===== src/rtl/hub75_bcm_scan_driver.sv =====
// HUB75 line driver: shifts one upper/lower row pair per colour bit plane, latches it, then
// lights it for a binary-weighted time (BCM). Latency: accept to line_done is
// CH_BITS*(2*NUM_COLS+1) + BASE_OE_CYCLES*(2^CH_BITS-1) cycles.
// Backpressure: tready is high only in IDLE; a held tvalid is taken on the line_done cycle.
//
// Ports:
//   clk_in, rst_in      clock, synchronous active-low reset
//   line_data/line_addr row pair ([0] upper, [1] lower) and row-pair address, valid/ready with tvalid/tready
//   blank_in            forces the LEDs dark without changing any timing
//   rgb0/rgb1           upper/lower {R,G,B} bit of the current plane
//   led_clk/led_latch   panel shift clock and latch
//   led_oe_n            panel output enable, 0 = lit
//   addr_out            panel row address, changes only while dark
//   line_done           one-cycle pulse when the last plane has been displayed
module hub75_bcm_scan_driver #(
  parameter int NUM_COLS       = 64,
  parameter int SCAN_RATE      = 32,
  parameter int RGB_RES        = 9,
  parameter int BASE_OE_CYCLES = 4
) (
  input  logic                                       clk_in,
  input  logic                                       rst_in,
  input  logic [1:0][NUM_COLS-1:0][RGB_RES-1:0]      line_data,
  input  logic [$clog2(SCAN_RATE)-1:0]               line_addr,
  input  logic                                       tvalid,
  output logic                                       tready,
  input  logic                                       blank_in,
  output logic [2:0]                                 rgb0,
  output logic [2:0]                                 rgb1,
  output logic                                       led_clk,
  output logic                                       led_latch,
  output logic                                       led_oe_n,
  output logic [$clog2(SCAN_RATE)-1:0]               addr_out,
  output logic                                       line_done
);

  localparam int CH_BITS = RGB_RES / 3;
  localparam int AW      = $clog2(SCAN_RATE);
  localparam int PIX_W   = (NUM_COLS > 1) ? $clog2(NUM_COLS) : 1;
  localparam int PL_W    = (CH_BITS > 1) ? $clog2(CH_BITS) : 1;
  localparam int CNT_W   = $clog2(BASE_OE_CYCLES << CH_BITS);

  localparam logic [PIX_W-1:0] PIX_LAST = PIX_W'(NUM_COLS - 1);
  localparam logic [PL_W-1:0]  PL_LAST  = PL_W'(CH_BITS - 1);

  localparam logic [1:0] ST_IDLE    = 2'd0;
  localparam logic [1:0] ST_SHIFT   = 2'd1;
  localparam logic [1:0] ST_LATCH   = 2'd2;
  localparam logic [1:0] ST_DISPLAY = 2'd3;

  logic [1:0]                              state_q, state_d;
  logic                                    phase_q, phase_d;
  logic [PIX_W-1:0]                        pix_q, pix_d;
  logic [PL_W-1:0]                         plane_q, plane_d;
  logic [CNT_W-1:0]                        cnt_q, cnt_d;
  logic [1:0][NUM_COLS-1:0][RGB_RES-1:0]   data_q, data_d;
  logic [AW-1:0]                           addr_cap_q, addr_cap_d;
  logic [AW-1:0]                           addr_q, addr_d;
  logic [2:0]                              rgb0_q, rgb0_d;
  logic [2:0]                              rgb1_q, rgb1_d;
  logic                                    done_q, done_d;

  // Bit 'pl' of each channel of a packed {R,G,B} pixel.
  function automatic logic [2:0] plane_bits(input logic [RGB_RES-1:0] px,
                                            input logic [PL_W-1:0]    pl);
    logic [CH_BITS-1:0] r, g, b;
    r = px[RGB_RES-1 -: CH_BITS];
    g = px[2*CH_BITS-1 -: CH_BITS];
    b = px[CH_BITS-1:0];
    return {r[pl], g[pl], b[pl]};
  endfunction

  always_comb begin
    state_d    = state_q;
    phase_d    = phase_q;
    pix_d      = pix_q;
    plane_d    = plane_q;
    cnt_d      = cnt_q;
    data_d     = data_q;
    addr_cap_d = addr_cap_q;
    addr_d     = addr_q;
    rgb0_d     = rgb0_q;
    rgb1_d     = rgb1_q;
    done_d     = 1'b0;

    case (state_q)
      ST_IDLE: begin
        if (tvalid) begin
          data_d     = line_data;
          addr_cap_d = line_addr;
          plane_d    = '0;
          pix_d      = PIX_LAST;
          phase_d    = 1'b0;
          state_d    = ST_SHIFT;
          // First pixel is taken straight from the input so rgb is valid on the first SHIFT cycle.
          rgb0_d     = plane_bits(line_data[0][PIX_LAST], '0);
          rgb1_d     = plane_bits(line_data[1][PIX_LAST], '0);
        end
      end

      ST_SHIFT: begin
        if (!phase_q) begin
          phase_d = 1'b1;
        end else begin
          phase_d = 1'b0;
          if (pix_q == '0) begin
            state_d = ST_LATCH;
            rgb0_d  = 3'b000;
            rgb1_d  = 3'b000;
            // The row address moves only once per line, on the first latch, while still dark.
            if (plane_q == '0) begin
              addr_d = addr_cap_q;
            end
          end else begin
            pix_d  = pix_q - 1'b1;
            rgb0_d = plane_bits(data_q[0][pix_q - 1'b1], plane_q);
            rgb1_d = plane_bits(data_q[1][pix_q - 1'b1], plane_q);
          end
        end
      end

      ST_LATCH: begin
        state_d = ST_DISPLAY;
        cnt_d   = CNT_W'(BASE_OE_CYCLES << plane_q);
      end

      ST_DISPLAY: begin
        cnt_d = cnt_q - 1'b1;
        if (cnt_q == CNT_W'(1)) begin
          if (plane_q == PL_LAST) begin
            state_d = ST_IDLE;
            done_d  = 1'b1;
          end else begin
            plane_d = plane_q + 1'b1;
            pix_d   = PIX_LAST;
            phase_d = 1'b0;
            state_d = ST_SHIFT;
            rgb0_d  = plane_bits(data_q[0][PIX_LAST], plane_q + 1'b1);
            rgb1_d  = plane_bits(data_q[1][PIX_LAST], plane_q + 1'b1);
          end
        end
      end

      default: state_d = ST_IDLE;
    endcase
  end

  always_ff @(posedge clk_in) begin
    if (!rst_in) begin
      state_q <= ST_IDLE;
      phase_q <= 1'b0;
      pix_q   <= '0;
      plane_q <= '0;
      cnt_q   <= '0;
      addr_q  <= '0;
      rgb0_q  <= 3'b000;
      rgb1_q  <= 3'b000;
      done_q  <= 1'b0;
    end else begin
      state_q <= state_d;
      phase_q <= phase_d;
      pix_q   <= pix_d;
      plane_q <= plane_d;
      cnt_q   <= cnt_d;
      addr_q  <= addr_d;
      rgb0_q  <= rgb0_d;
      rgb1_q  <= rgb1_d;
      done_q  <= done_d;
    end
  end

  // Line storage is only meaningful after an accept, so it carries no reset.
  always_ff @(posedge clk_in) begin
    data_q     <= data_d;
    addr_cap_q <= addr_cap_d;
  end

  assign tready    = (state_q == ST_IDLE);
  assign led_clk   = (state_q == ST_SHIFT) && phase_q;
  assign led_latch = (state_q == ST_LATCH);
  // blank_in gates the enable directly so it never alters the window length.
  assign led_oe_n  = !((state_q == ST_DISPLAY) && !blank_in);
  assign rgb0      = rgb0_q;
  assign rgb1      = rgb1_q;
  assign addr_out  = addr_q;
  assign line_done = done_q;

endmodule


===== config.mk =====
export PLATFORM = sky130hd
export DESIGN_NAME = hub75_bcm_scan_driver
export DESIGN_NICKNAME = d
export VERILOG_FILES = /design/src/rtl/hub75_bcm_scan_driver.sv
export SDC_FILE = /design/constraint.sdc
export NUM_CORES = 1
export LEC_CHECK = 0
export BUFFER_PORTS_ARGS = -buffer_cell sky130_fd_sc_hd__clkbuf_2
export CAP_MARGIN = 0
export CELL_PAD_IN_SITES_DETAIL_PLACEMENT = 2
export CELL_PAD_IN_SITES_GLOBAL_PLACEMENT = 2
export CORE_AREA = 8 8 457 459
export DETAILED_ROUTE_END_ITERATION = 12
export DIE_AREA = 0 0 465 467
export GPL_TIMING_DRIVEN = 0
export PLACE_DENSITY_LB_ADDON = 0.1
export SLEW_MARGIN = 30
export SYNTH_ARGS = -nofsm -noshare
export SYNTH_HDL_FRONTEND = slang
export SYNTH_SLANG_ARGS = --single-unit

===== constraint.sdc =====
create_clock -name clk_in -period 32.2 [get_ports clk_in]
set_input_delay 1.61 -clock clk_in [delete_from_list [all_inputs] [get_ports clk_in]]
set_output_delay 1.61 -clock clk_in [all_outputs]
set_load 0.02 [all_outputs]

==> results of run 1 <==
==> state kept, by name (all words and copies together), names as in the netlist <==
register and cells:
addr_cap_q 5, addr_out 5, cnt_q 5, data_q 1152, line_done 1, phase_q 1
pix_q 6, plane_q 2, rgb0 3, rgb1 3, state_q 2
==> path summary, 6_finish.rpt <==
kind / startpoint / endpoint / slack, ns / cells after the start
max: pix_q[0] / rgb1[2] / 25.10 / 16
max reg2reg: pix_q[0] / rgb1[2] / 25.10 / 16
min reg2reg: addr_cap_q[1] / addr_out[1] / 0.52 / 2
min: addr_cap_q[1] / addr_out[1] / 0.52 / 2
==> layout make-up <==
type | instances | share of cell area (%)
sequential | 1185 | 58.1
antenna | 68 | 0.280
multi-input combinational | 826 | 16.6
clock buffer | 183 | 6.45
clock inverter | 87 | 0.958
tap | 2672 | 5.50
buffer | 119 | 0.962
timing repair buffer | 1212 | 11.0
inverter | 9 | 0.0556
==> critical path, stage by stage, from the launching register on <==
cell,delay (ns)
sky130_fd_sc_hd__dfxtp_1,0.30
sky130_fd_sc_hd__buf_2,0.23
sky130_fd_sc_hd__buf_2,0.38
sky130_fd_sc_hd__buf_2,0.46
sky130_fd_sc_hd__buf_2,0.54
sky130_fd_sc_hd__buf_2,0.52
sky130_fd_sc_hd__inv_1,0.10
sky130_fd_sc_hd__ha_1,0.29
sky130_fd_sc_hd__buf_2,0.36
sky130_fd_sc_hd__buf_2,0.44
sky130_fd_sc_hd__buf_2,0.55
sky130_fd_sc_hd__clkbuf_1,0.70
sky130_fd_sc_hd__mux4_2,0.42
sky130_fd_sc_hd__mux2i_1,0.40
sky130_fd_sc_hd__o22ai_1,0.21
sky130_fd_sc_hd__nor4_1,0.78
sky130_fd_sc_hd__o21ai_0,0.20
==> layer usage <==
| layer | wire length (um) | share of wire (%) | vias up |
|---|---|---|---|
| met4 | 5770 | 2.6 | 122 |
| met5 | 781 | 0.35 | - |
| met2 | 108000 | 49 | 1172 |
| met1 | 88500 | 40 | 14600 |
| met3 | 19700 | 8.8 | 455 |
| li1 | - | - | 11800 |
==> kinds of logic (layout without fill, tap and decap cells) <==
kind of cell	Yosys count	after routing	share of synthesized area, %
buffers and inverters	128	1610	1.27
and+or+nand+nor	298	298	3.02
xor gates and xnor gates	4	4	0.0763
other	0	68	0
AOI/OAI and AO/OA	124	124	1.91
muxes	390	390	16.6
adders and majority gates	10	10	0.272
DFF	1185	1185	76.8
==> power breakdown <==
part / leakage, nW / switching, mW / internal [mW]
registers: 11.3 / 0.111 / 2.16
logic: 8.87 / 1.75 / 0.938
clock network: 2.19 / 0.684 / 0.896
==> placed cells by master (no fill, tap or decap), types with 9 or more instances in the layout <==
cell / synthesis / layout
sky130_fd_sc_hd__o21ai_0: 21 / 21
sky130_fd_sc_hd__edfxtp_1: 1157 / 1157
sky130_fd_sc_hd__a21oi_1: 20 / 19
sky130_fd_sc_hd__clkinv_1: 0 / 50
sky130_fd_sc_hd__nand2_1: 156 / 156
sky130_fd_sc_hd__nor2b_1: 20 / 20
sky130_fd_sc_hd__clkbuf_2: 0 / 1190
sky130_fd_sc_hd__nand3_1: 64 / 64
sky130_fd_sc_hd__dfxtp_1: 28 / 28
sky130_fd_sc_hd__o22ai_1: 9 / 9
sky130_fd_sc_hd__buf_16: 0 / 16
sky130_fd_sc_hd__a311oi_1: 10 / 10
sky130_fd_sc_hd__clkbuf_16: 0 / 152
sky130_fd_sc_hd__and3_1: 12 / 12
sky130_fd_sc_hd__ha_1: 10 / 10
sky130_fd_sc_hd__mux2i_1: 87 / 87
sky130_fd_sc_hd__mux4_2: 298 / 298
sky130_fd_sc_hd__buf_12: 1 / 19
sky130_fd_sc_hd__clkinv_2: 0 / 20
sky130_fd_sc_hd__buf_2: 45 / 59
sky130_fd_sc_hd__buf_1: 29 / 15
sky130_fd_sc_hd__inv_1: 9 / 9
sky130_fd_sc_hd__clkbuf_1: 38 / 55
sky130_fd_sc_hd__nor2_1: 13 / 12
sky130_fd_sc_hd__diode_2: 0 / 68
==> reports/summary.md, run 1 <==
Synthesis inferred 1,185 register bits. Initial core utilization: 22.8%. At the end of the flow, the number of nets in the layout was 4,672. The min-delay analysis places its worst path in the category reg2reg. The filler cells instantiated in the layout total 20,800.

The worst max-slew margin expressed relative to the limit was 34.4%; the portion of synthesized cell area occupied by the leading cell type was 75.6%. Based on the critical path, the design can be clocked at up to 141 MHz. The synthesized design spends more area on one cell type than any other, namely sky130_fd_sc_hd__edfxtp_1. Count of placed standard cells in the final layout, fillers left out: 6,361.

For this design, the sink count on the clock tree is 1,185. TritonCTS built the clock tree. Summed over all layers, the routed wires come to 223,000 um.

In this run the core area contains 165 standard-cell rows. The height of the chip came out at 467 um. Setup repair after global routing left no endpoint under its margin.

Across the routed clock network, the largest skew measured is 0.0317 ns. The total power per unit cell area is 107 nW/um2. In this run the cell area measured after placement is 56,100 um2. Worst-path maximum fanout: 11.

The logs give 1,177 for the I/O pin total and 0.520 ns for the worst hold slack. The peak supply drop is 0.0587 mV, and the final HPWL from detailed placement is 180,000 um. The element type at the critical path start is a flop.

Relative to the synthesized area, the layout overhead comes to 32.2%. The DRC violation count after routing is 0, and the minimum setup slack in the final design is 25.10 ns. The dominant synthesized flop cell was sky130_fd_sc_hd__edfxtp_1. The post-synth net total was 3,310. At the pin with the least slew margin, the transition time is 0.985 ns. After global routing the overflow that remains totals 0. The share of the clock period used by the worst path after layout came out at 22.1%. The total area of sequential cells is 35,300 um2, and the number of synthesized flops with an enable pin is 1,157. CTS buffer count: 148. The setup TNS is 0 ns.

After detailed routing, the average wire length per cell comes to 35.0 um. The count of endpoints failing setup in the final report is 0, and the maximum buffer depth of the clock tree is 3. After clock tree synthesis, the flow added hold-fix buffers numbering 0. The worst setup slack after placement is 24.65 ns. Each instance of the synthesized netlist takes up on average 21.5 um2.

For the finished layout, the period the worst path requires is 7.10 ns. For met3 alone, demand over resource in global routing was 7.91%. The H-tree was split into 4 levels. The run gives 201,000 um2 as the core area. The clock reaches the later pin of the worst-skew pair after 0.78 ns. Routability-driven placement finished with a final weighted congestion of 0.779. For the number of iterations in the first detailed-routing pass, the log shows 5. The commonest cells after synthesis are 1,157 x sky130_fd_sc_hd__edfxtp_1, 298 x sky130_fd_sc_hd__mux4_2, 156 x sky130_fd_sc_hd__nand2_1. The run gives 2,229 as the number of DRC markers in iteration 0. After detailed routing, the number of vias per cell comes to 4.43. The largest net degree at the start of global routing is 51. The run gives 0 as the count of maximum capacitance violations. The total count of max-transition violations in the final report came out at 0. The critical path is of the reg2reg type.

The fraction of synthesis flops using an asynchronous set or reset pin was 0%. Measured on the finished design, the core utilization comes to 30.2%. For met2 alone, demand over resource in global routing was 33.3%.

The tools report the post-layout instance area as 60,800 um2. Yosys attributes the largest share of cell area to sky130_fd_sc_hd__edfxtp_1 76%, sky130_fd_sc_hd__mux4_2 15%, sky130_fd_sc_hd__mux2i_1 1.9%. The logs give 289,000 um for the global-route wire length before repair and 76.8% for the fraction of the yosys area taken by sequential cells.

The total standard cell area after synthesis is 45,900 um2. The count of endpoints failing hold in the final timing report was 0; the number of gates given a new drive strength after cts was 0. Clock-pin slew was measured on the worst setup and hold paths at 0.06 ns.

At the worst endpoint, the required time is 32.82 ns. The arrival time at the worst endpoint was 7.73 ns. Synthesis produced 2,139 cells. Total power draw: 6.53 mW.

The static power due to leakage came out at 22.3 nW. Endpoint kind of the worst setup timing path: a flop. For this run, global-route usage on met1 was measured as 23.8%. The netlist uses 59 different library cells. The initial antenna violation count is 203, and the die extent in x is 465 um. In the post-synthesis netlist, the cell with the most instances is sky130_fd_sc_hd__edfxtp_1.

In the final layout, the multi-input gates occupy 10,100 um2. The flow ran to the end, and the final reports show no timing, DRC or antenna violations. The floorplan step defined a die boundary enclosing 217,000 um2. Buffers added to address setup during post-CTS repair amount to 0. The number of nets with antenna violations after detailed routing is 0. The clock tree root buffer cell is sky130_fd_sc_hd__clkbuf_16.

Port buffering added 1,176 buffers. The number of global-route vias before repair is 31,000, and the global-route total usage across every layer is 19.8%. The tools report the cell total after placement as 6,023. Global routing's busiest layer: met2. The final route contains 28,200 vias. The total of warnings raised by yosys was 0; the share of cells above drive strength 1 was 49.6%.
No activity file was read; power rests on OpenSTA's default activity.
==> inputs of run 2 (changes only) <==
--- a/config.mk
+++ b/config.mk
@@ -9,9 +9,9 @@
 export CAP_MARGIN = 0
 export CELL_PAD_IN_SITES_DETAIL_PLACEMENT = 2
 export CELL_PAD_IN_SITES_GLOBAL_PLACEMENT = 2
-export CORE_AREA = 8 8 457 459
+export CORE_AREA = 8 8 455 457
 export DETAILED_ROUTE_END_ITERATION = 12
-export DIE_AREA = 0 0 465 467
+export DIE_AREA = 0 0 463 465
 export GPL_TIMING_DRIVEN = 0
 export PLACE_DENSITY_LB_ADDON = 0.1
 export SLEW_MARGIN = 30
==> constraint.sdc (replaced) <==
create_clock -name clk_in -period 6.3 [get_ports clk_in]
set_input_delay 0.315 -clock clk_in [delete_from_list [all_inputs] [get_ports clk_in]]
set_output_delay 0.315 -clock clk_in [all_outputs]
set_load 0.02 [all_outputs]
==> reports/summary.md, run 2 (synthesis gave the netlist of run 1 again) <==
The run finished with clean final reports. Compared with the post-synthesis result, the final layout area differs by 58.6%. The smallest clock period supported by the final layout is computed as 5.92 ns.

For this configuration, the core starts out at a cell density of 22.9%. Across all setup checks in the final design, the least slack found is 0.381 ns. The count of buffers added on input and output ports is 1,176.

For the initial antenna violation count, the log shows 147. Summed over all failing endpoints, the final setup total negative slack is 0 ns. For the final database, setup skew stands at 0.0314 ns.

The worst-path maximum fanout is 10. Share of cells above drive strength 1: 38.6%. The most common cell after layout, fill and taps aside is sky130_fd_sc_hd__clkbuf_2.

In this run, the number of DRC markers left after iteration 0 of detailed routing was 2,070. After detailed routing, the wire length on met1 is 98,900 um. Setup violations remaining at the end of the flow were counted as 0.

The register with the most flip-flops in the layout has 1,152 of them. OpenSTA, run right after detailed placement, puts the worst setup slack at -1.26 ns. The logs give 0 for the number of nets with antenna violations after detailed routing and 1,185 for the number of clock sinks. For the routed length on met3, the log shows 12,600 um. The floorplan has 165 rows. The floorplan step defined a core boundary enclosing 200,000 um2. Across the VDD grid, the largest voltage drop is 0.285 mV. The cell-internal power was 21.5 mW; the final HPWL from detailed placement was 180,000 um.

In this run the tightest slew margin relative to its limit is 35.9%. The worst setup path is launched from a flop. The wire length per cell came out at 31.3 um. TritonCTS built the clock tree. The clock latency at the later pin of the worst-skew pair was 0.80 ns; the total power per unit cell area was 476 nW/um2.

Clock tree synthesis inserted a total of 146 buffers. STA classifies the critical path endpoint as a flop. The register ranked first by flip-flop count was data_q.

The first global-routing pass estimated 320,000 um of wire. The number of global-route vias before repair came out at 38,000. CTS placed an instance of sky130_fd_sc_hd__clkbuf_16 at the clock tree root. The post-layout instance area is 72,900 um2. The first detailed-routing pass ran for 5 iterations. Pin placement for this block handled 1,177 I/O pins.

At the worst endpoint, the required time is 7.03 ns. Routability-driven placement finished with a final weighted congestion of 0.837. The count of maximum capacitance violations is 0, and the count of placed standard cells in the final layout, fillers left out is 7,534. At the pin with the least slew margin, the transition time is 0.961 ns.

Clock-pin slew was measured on the worst setup and hold paths at 0.07 ns. In the global route stage, overall resource usage came out at 21.3%. Critical path start-end classification: reg2reg. Measured along the x axis, the die boundary spans 463 um.

The maximum buffer depth of the clock tree was 3. The highest routing layer actually used was met5. The H-tree generated during clock tree synthesis spans 4 levels. For this block, the routed nets add up to 236,000 um of wire. The total count of max-transition violations in the final report was 0. After global routing the overflow that remains totals 0. In this run the static leakage power is 27.4 nW. At the end of the flow, the number of nets in the layout was 5,825. In this run the vertical extent of the chip is 465 um. The met2 wirelength from detailed routing came out at 118,000 um. Data on the critical path arrives at its endpoint at 6.65 ns. In this run, the clock network consumes 25.0% of the power.

For this run, design rule violations remaining after detail routing come to 0. The share of the clock period used by the worst path after layout is 93.9%, and the count of endpoints failing hold in the final timing report is 0. Dividing the detail-routed via count by the number of cells gives 4.37. The largest registers in the layout are data_q x1152, pix_q x6. The switching share of power was 38.0%. The top cell types in the final layout, fill and taps aside, are 1,193 x sky130_fd_sc_hd__clkbuf_2, 1,158 x sky130_fd_sc_hd__dlygate4sd3_1, 1,157 x sky130_fd_sc_hd__edfxtp_1.

Entering global routing, the biggest net connects 56 pins. For the switching power, the log shows 13.2 mW. The die covers 215,000 um2.

Once placement finished, the instance area stood at 56,000 um2. The logs give 33.5% for the sequential fraction of design power and 6,019 for the cell total after placement. For this block, the via count after detailed routing is 32,900.

Based on the critical path, the design can be clocked at up to 169 MHz. The path class of the tightest hold or removal check is in2reg. Setup repair after global routing left no endpoint under its margin.

Combinational cells account for 41.5% of the total power.
[run 2: cell types whose count changed in the layout (fill, tap and decap cells not counted), moves of 6 or more]
cell | previous run | this run
sky130_fd_sc_hd__buf_4 | 4 | 17
sky130_fd_sc_hd__bufinv_16 | 4 | 17
sky130_fd_sc_hd__diode_2 | 68 | 89
sky130_fd_sc_hd__buf_12 | 19 | 12
sky130_fd_sc_hd__dlygate4sd3_1 | 0 | 1158
sky130_fd_sc_hd__buf_1 | 15 | 7
sky130_fd_sc_hd__clkdlybuf4s15_2 | 0 | 6
sky130_fd_sc_hd__clkinv_1 | 50 | 25
sky130_fd_sc_hd__buf_2 | 59 | 49
sky130_fd_sc_hd__clkinv_2 | 20 | 28
[run 2: critical path, cell delays in order (launching register included)]
cell	delay, ns
sky130_fd_sc_hd__dfxtp_1	0.30
sky130_fd_sc_hd__buf_2	0.22
sky130_fd_sc_hd__buf_2	0.37
sky130_fd_sc_hd__clkbuf_4	0.37
sky130_fd_sc_hd__buf_4	0.36
sky130_fd_sc_hd__buf_4	0.33
sky130_fd_sc_hd__inv_1	0.08
sky130_fd_sc_hd__ha_1	0.33
sky130_fd_sc_hd__xnor2_2	0.49
sky130_fd_sc_hd__clkbuf_2	0.60
sky130_fd_sc_hd__buf_1	0.72
sky130_fd_sc_hd__nand4_1	0.55
sky130_fd_sc_hd__o22ai_1	0.71
sky130_fd_sc_hd__a2111oi_0	0.16
sky130_fd_sc_hd__a21oi_1	0.20
[run 2: power by group through the flow]
| stage | clock [mW] | sequential, mW | combinational [mW] |
|---|---|---|---|
| after CTS | 8.91 | 11.6 | 15.1 |
| after global routing | 9.21 | 11.8 | 15.5 |
| after floorplan | 0 | 12.3 | 7.03 |
| after detailed placement | 0 | 11.8 | 14.2 |
| after global placement | 0 | 12.1 | 13.1 |
| final | 8.67 | 11.6 | 14.4 |
[run 2: repair_timing]
action	CTS	global route
endpoints found under the setup margin	6	3
pin swaps	1	0
gates cloned	0	0
hold buffers	1158	0
resized for setup	44	2
setup buffers	1	0
endpoints found under the hold margin	1175	0
[run 2: final timing paths]
path | from | to | slack (ns) | cells after the start
setup / recovery | pix_q[0] | rgb0[1] | 0.38 | 14
hold / removal | rst_in | plane_q[1] | 0.21 | 3
setup reg to reg | pix_q[0] | rgb0[1] | 0.38 | 14
hold reg to reg | addr_cap_q[2] | addr_out[2] | 0.52 | 2
[run 2: final cells by class]
| cell class | instances | area (um2) |
|---|---|---|
| Antenna cell | 89 | 223 |
| Buffer | 119 | 673 |
| Clock buffer | 185 | 3960 |
| Clock inverter | 82 | 896 |
| Fill cell | 20000 | 128000 |
| Inverter | 9 | 33.8 |
| Multi-Input combinational cell | 826 | 10200 |
| Sequential cell | 1185 | 35300 |
| Tap cell | 2672 | 3340 |
| Timing Repair Buffer | 2367 | 18200 |
[run 2: routing by layer]
layer  vias up  track usage [%]
li1      14100                -
met1     17200             26.7
met2      1222             37.3
met3       339             4.97
met4        40             5.22
met5         -                0
[run 2: per-stage QoR]
step                      hold WS [ns]  utilization (%)  power, mW
after floorplan                  0.414                -       19.3
after global placement           0.493             27.5       25.3
after detailed placement         0.494             28.0       26.0
after CTS                        0.120             36.2       35.6
after global routing             0.183             36.3       36.5
final                            0.211             36.3       34.7
==> inputs of run 3 (changes only) <==
--- a/config.mk
+++ b/config.mk
@@ -14,6 +14,7 @@
 export DIE_AREA = 0 0 463 465
 export GPL_TIMING_DRIVEN = 0
 export PLACE_DENSITY_LB_ADDON = 0.1
+export SETUP_SLACK_MARGIN = 0.4
 export SLEW_MARGIN = 30
 export SYNTH_ARGS = -nofsm -noshare
 export SYNTH_HDL_FRONTEND = slang
==> constraint.sdc (replaced) <==
create_clock -name clk_in -period 5.3 [get_ports clk_in]
set_input_delay 0.265 -clock clk_in [delete_from_list [all_inputs] [get_ports clk_in]]
set_output_delay 0.265 -clock clk_in [all_outputs]
set_load 0.02 [all_outputs]
==> reports/summary.md, run 3 (synthesis gave the netlist of run 1 again) <==
The internal portion of the total power is 25.8 mW. In this run switching power makes up 38.0% of total power. Leaving out fill and tap cells, the most frequent cell in the layout is sky130_fd_sc_hd__clkbuf_2. Counting the buffers created by CTS gives 146. Setup repair after global routing left no endpoint under its margin. The fmax is 216 MHz. After detailed routing, the total wire length is 236,000 um.

Global routing used 21.3% of the available tracks across all layers. The clock network is responsible for 24.7% of the overall power. During I/O placement, the number of pins put on the boundary was 1,177.

For this block, the via count after detailed routing is 32,900. TritonCTS built the clock tree. The register with the most flip-flops in the layout has 1,152 of them. For the initial antenna violation count, the log shows 149.

The peak supply drop is 0.336 mV. The total count of max-transition violations in the final report was 0. For this design the static power due to leakage is 27.5 nW. The library cells used most frequently in the layout, excluding fill and tap cells, are 1,188 x sky130_fd_sc_hd__clkbuf_2, 1,158 x sky130_fd_sc_hd__dlygate4sd3_1, 1,157 x sky130_fd_sc_hd__edfxtp_1.

The DRC violation count after routing came out at 0. Port buffering added 1,176 buffers. For this run, the detailed router's first-pass iteration total came to 5. The sequential fraction of design power is 33.1%, and the total power per unit cell area is 570 nW/um2.

Together, buffers and inverters on the worst path number 9. The total overflow left after global routing is 0. The number of DRC markers in iteration 0 is 2,172. The total area inside the core boundary comes to 200,000 um2. The final HPWL from detailed placement is 180,000 um.

The wire length per cell is 31.4 um, and the share of cells above drive strength 1 is 39.2%. The endpoint kind of the worst setup timing path is a flop. Required time of the critical path: 6.03 ns.

Dividing the final minimum period by the clock period gives 87.2%. The cell class contributing the biggest share of worst-path delay is buffers and inverters. The full die area was 215,000 um2. The element type at the critical path start was a flop.

The congestion estimate from routability-driven global placement came to 0.837. The initial core utilization was 22.9%; the maximum buffer depth of the clock tree was 3. Combinational group share of total power: 42.1%. The count of nets left with antenna violations once routing finished came out at 0.

Cell seen most often among critical-path stages: sky130_fd_sc_hd__buf_6. Synthesis-to-layout area growth: 59.1%. The worst min-delay path category was in2reg.

CTS placed an instance of sky130_fd_sc_hd__clkbuf_16 at the clock tree root. At the pin with the least slew margin, the transition time is 0.922 ns. At the end of the flow the core is filled with cells to 36.5%. For the final database, setup skew stands at 0.0320 ns. The clock reaches the later pin of the worst-skew pair after 0.80 ns. The run gives 5.35 ns as the arrival time at the worst endpoint.

The largest registers in the layout are data_q x1152, pix_q x6. The setup check on the worst reg-to-reg path leaves a slack of 0.68 ns. Measured along the x axis, the die boundary spans 463 um. Traced cell by cell, the critical path runs through buf_2, buf_6, buf_6, buf_8, buf_6, inv_1, ha_1, buf_4, buf_6, clkbuf_2, mux4_2, nand2_1, and3_1, a311oi_1, o41ai_2, a21oi_1. The count of endpoints failing hold in the final timing report came out at 0.

Measured along the y axis, the die boundary spans 465 um. The logs give 38.1% for the worst max-slew margin expressed relative to the limit and 0 for the count of maximum capacitance violations. The number of nets at the end of the flow is 5,826. Setup total negative slack on the finished layout was measured at 0 ns.

Count of endpoints failing setup in the final report: 0. For the switching power, the log shows 15.8 mW. In this run the core area contains 165 standard-cell rows. The clock transition at the register clock pins on the worst setup and hold paths after CTS is 0.07 ns.

The critical path is of the reg2reg type. For this design, the slowest cell found on the critical path is sky130_fd_sc_hd__a311oi_1. The run finished with clean final reports. The number of global-route vias before repair is 37,900.

The register ranked first by flip-flop count is data_q. The tools report the global-route wire length before repair as 319,000 um. Entering global routing, the biggest net connects 56 pins. The clock tree synthesis step divided the H-tree into 4 levels.

In this run the worst path has a maximum fanout of 10. Counting I/O delays and the setup requirement, the final critical path takes 4.62 ns. The worst stage delay on the critical path was 0.70 ns. The vias per cell came out at 4.37.

The clock drives 1,185 sinks.
==> run 3: cell types whose count changed in the layout (fill, tap and decap cells not counted), sizes merged <==
cell,delta
buf,+10
clkbuf,-4
clkdlybuf4s15,-5
diode,-6
==> run 3: tightest hold or removal path, stage by stage <==
cell and delay, ns:
sky130_fd_sc_hd__clkbuf_2 0.11, sky130_fd_sc_hd__clkbuf_1 0.29, sky130_fd_sc_hd__nor2b_1 0.23
==> run 3: worst paths after layout <==
path	startpoint	endpoint	cells past startpoint
worst min-delay path	rst_in	plane_q[1]	3
worst max register to register	pix_q[0]	rgb0[1]	16
worst min register to register	addr_cap_q[2]	addr_out[2]	2
worst max-delay path	pix_q[0]	rgb0[1]	16
==> run 3: through the flow <==
stage	total power, mW	cell area [um2]	hold slack (ns)	setup WS [ns]	instances
global placement	29.1	55200	0.445	-7.02	5987
global route	43.7	73000	0.133	0.425	7513
floorplan	22.7	46000	0.364	-3.78	2139
detailed placement	30.9	56000	0.444	-2.26	6019
CTS	42.6	72800	0.0697	0.387	7446
finish	41.7	73100	0.161	0.677	7529
==> run 3: metal layers <==
metal | vias to the layer above | global-route usage, % | wire [um]
met1 | 17200 | 26.7 | 98800
met5 | - | 0 | 289
li1 | 14100 | - | -
met3 | 331 | 5.01 | 12900
met4 | 46 | 4.99 | 5440
met2 | 1229 | 37.4 | 119000
==> run 3: cell type report <==
class,count,area (um2)
buffer,119,806
timing repair buffer,2368,18200
sequential,1185,35300
tap,2672,3340
inverter,9,33.8
clock inverter,82,896
fill,20000,127000
multi-input combinational,826,10300
antenna,83,208
clock buffer,185,3960
==> run 3: timing repair <==
item / in CTS / in global routing
endpoints found under the hold margin: 1176 / 0
hold buffers: 1158 / 0
buffers inserted: 2 / 0
pin swaps: 4 / 1
resized for setup: 137 / 15
setup endpoints to repair: 8 / 6
==> run 3: power by group through the flow <==
stage	logic, mW	clock network (mW)	registers (mW)
after global placement	15.3	0	13.9
after detailed placement	16.9	0	14.0
after floorplan	8.29	0	14.4
final	17.6	10.3	13.8
after global routing	18.8	10.9	14.0
after CTS	18.2	10.6	13.8
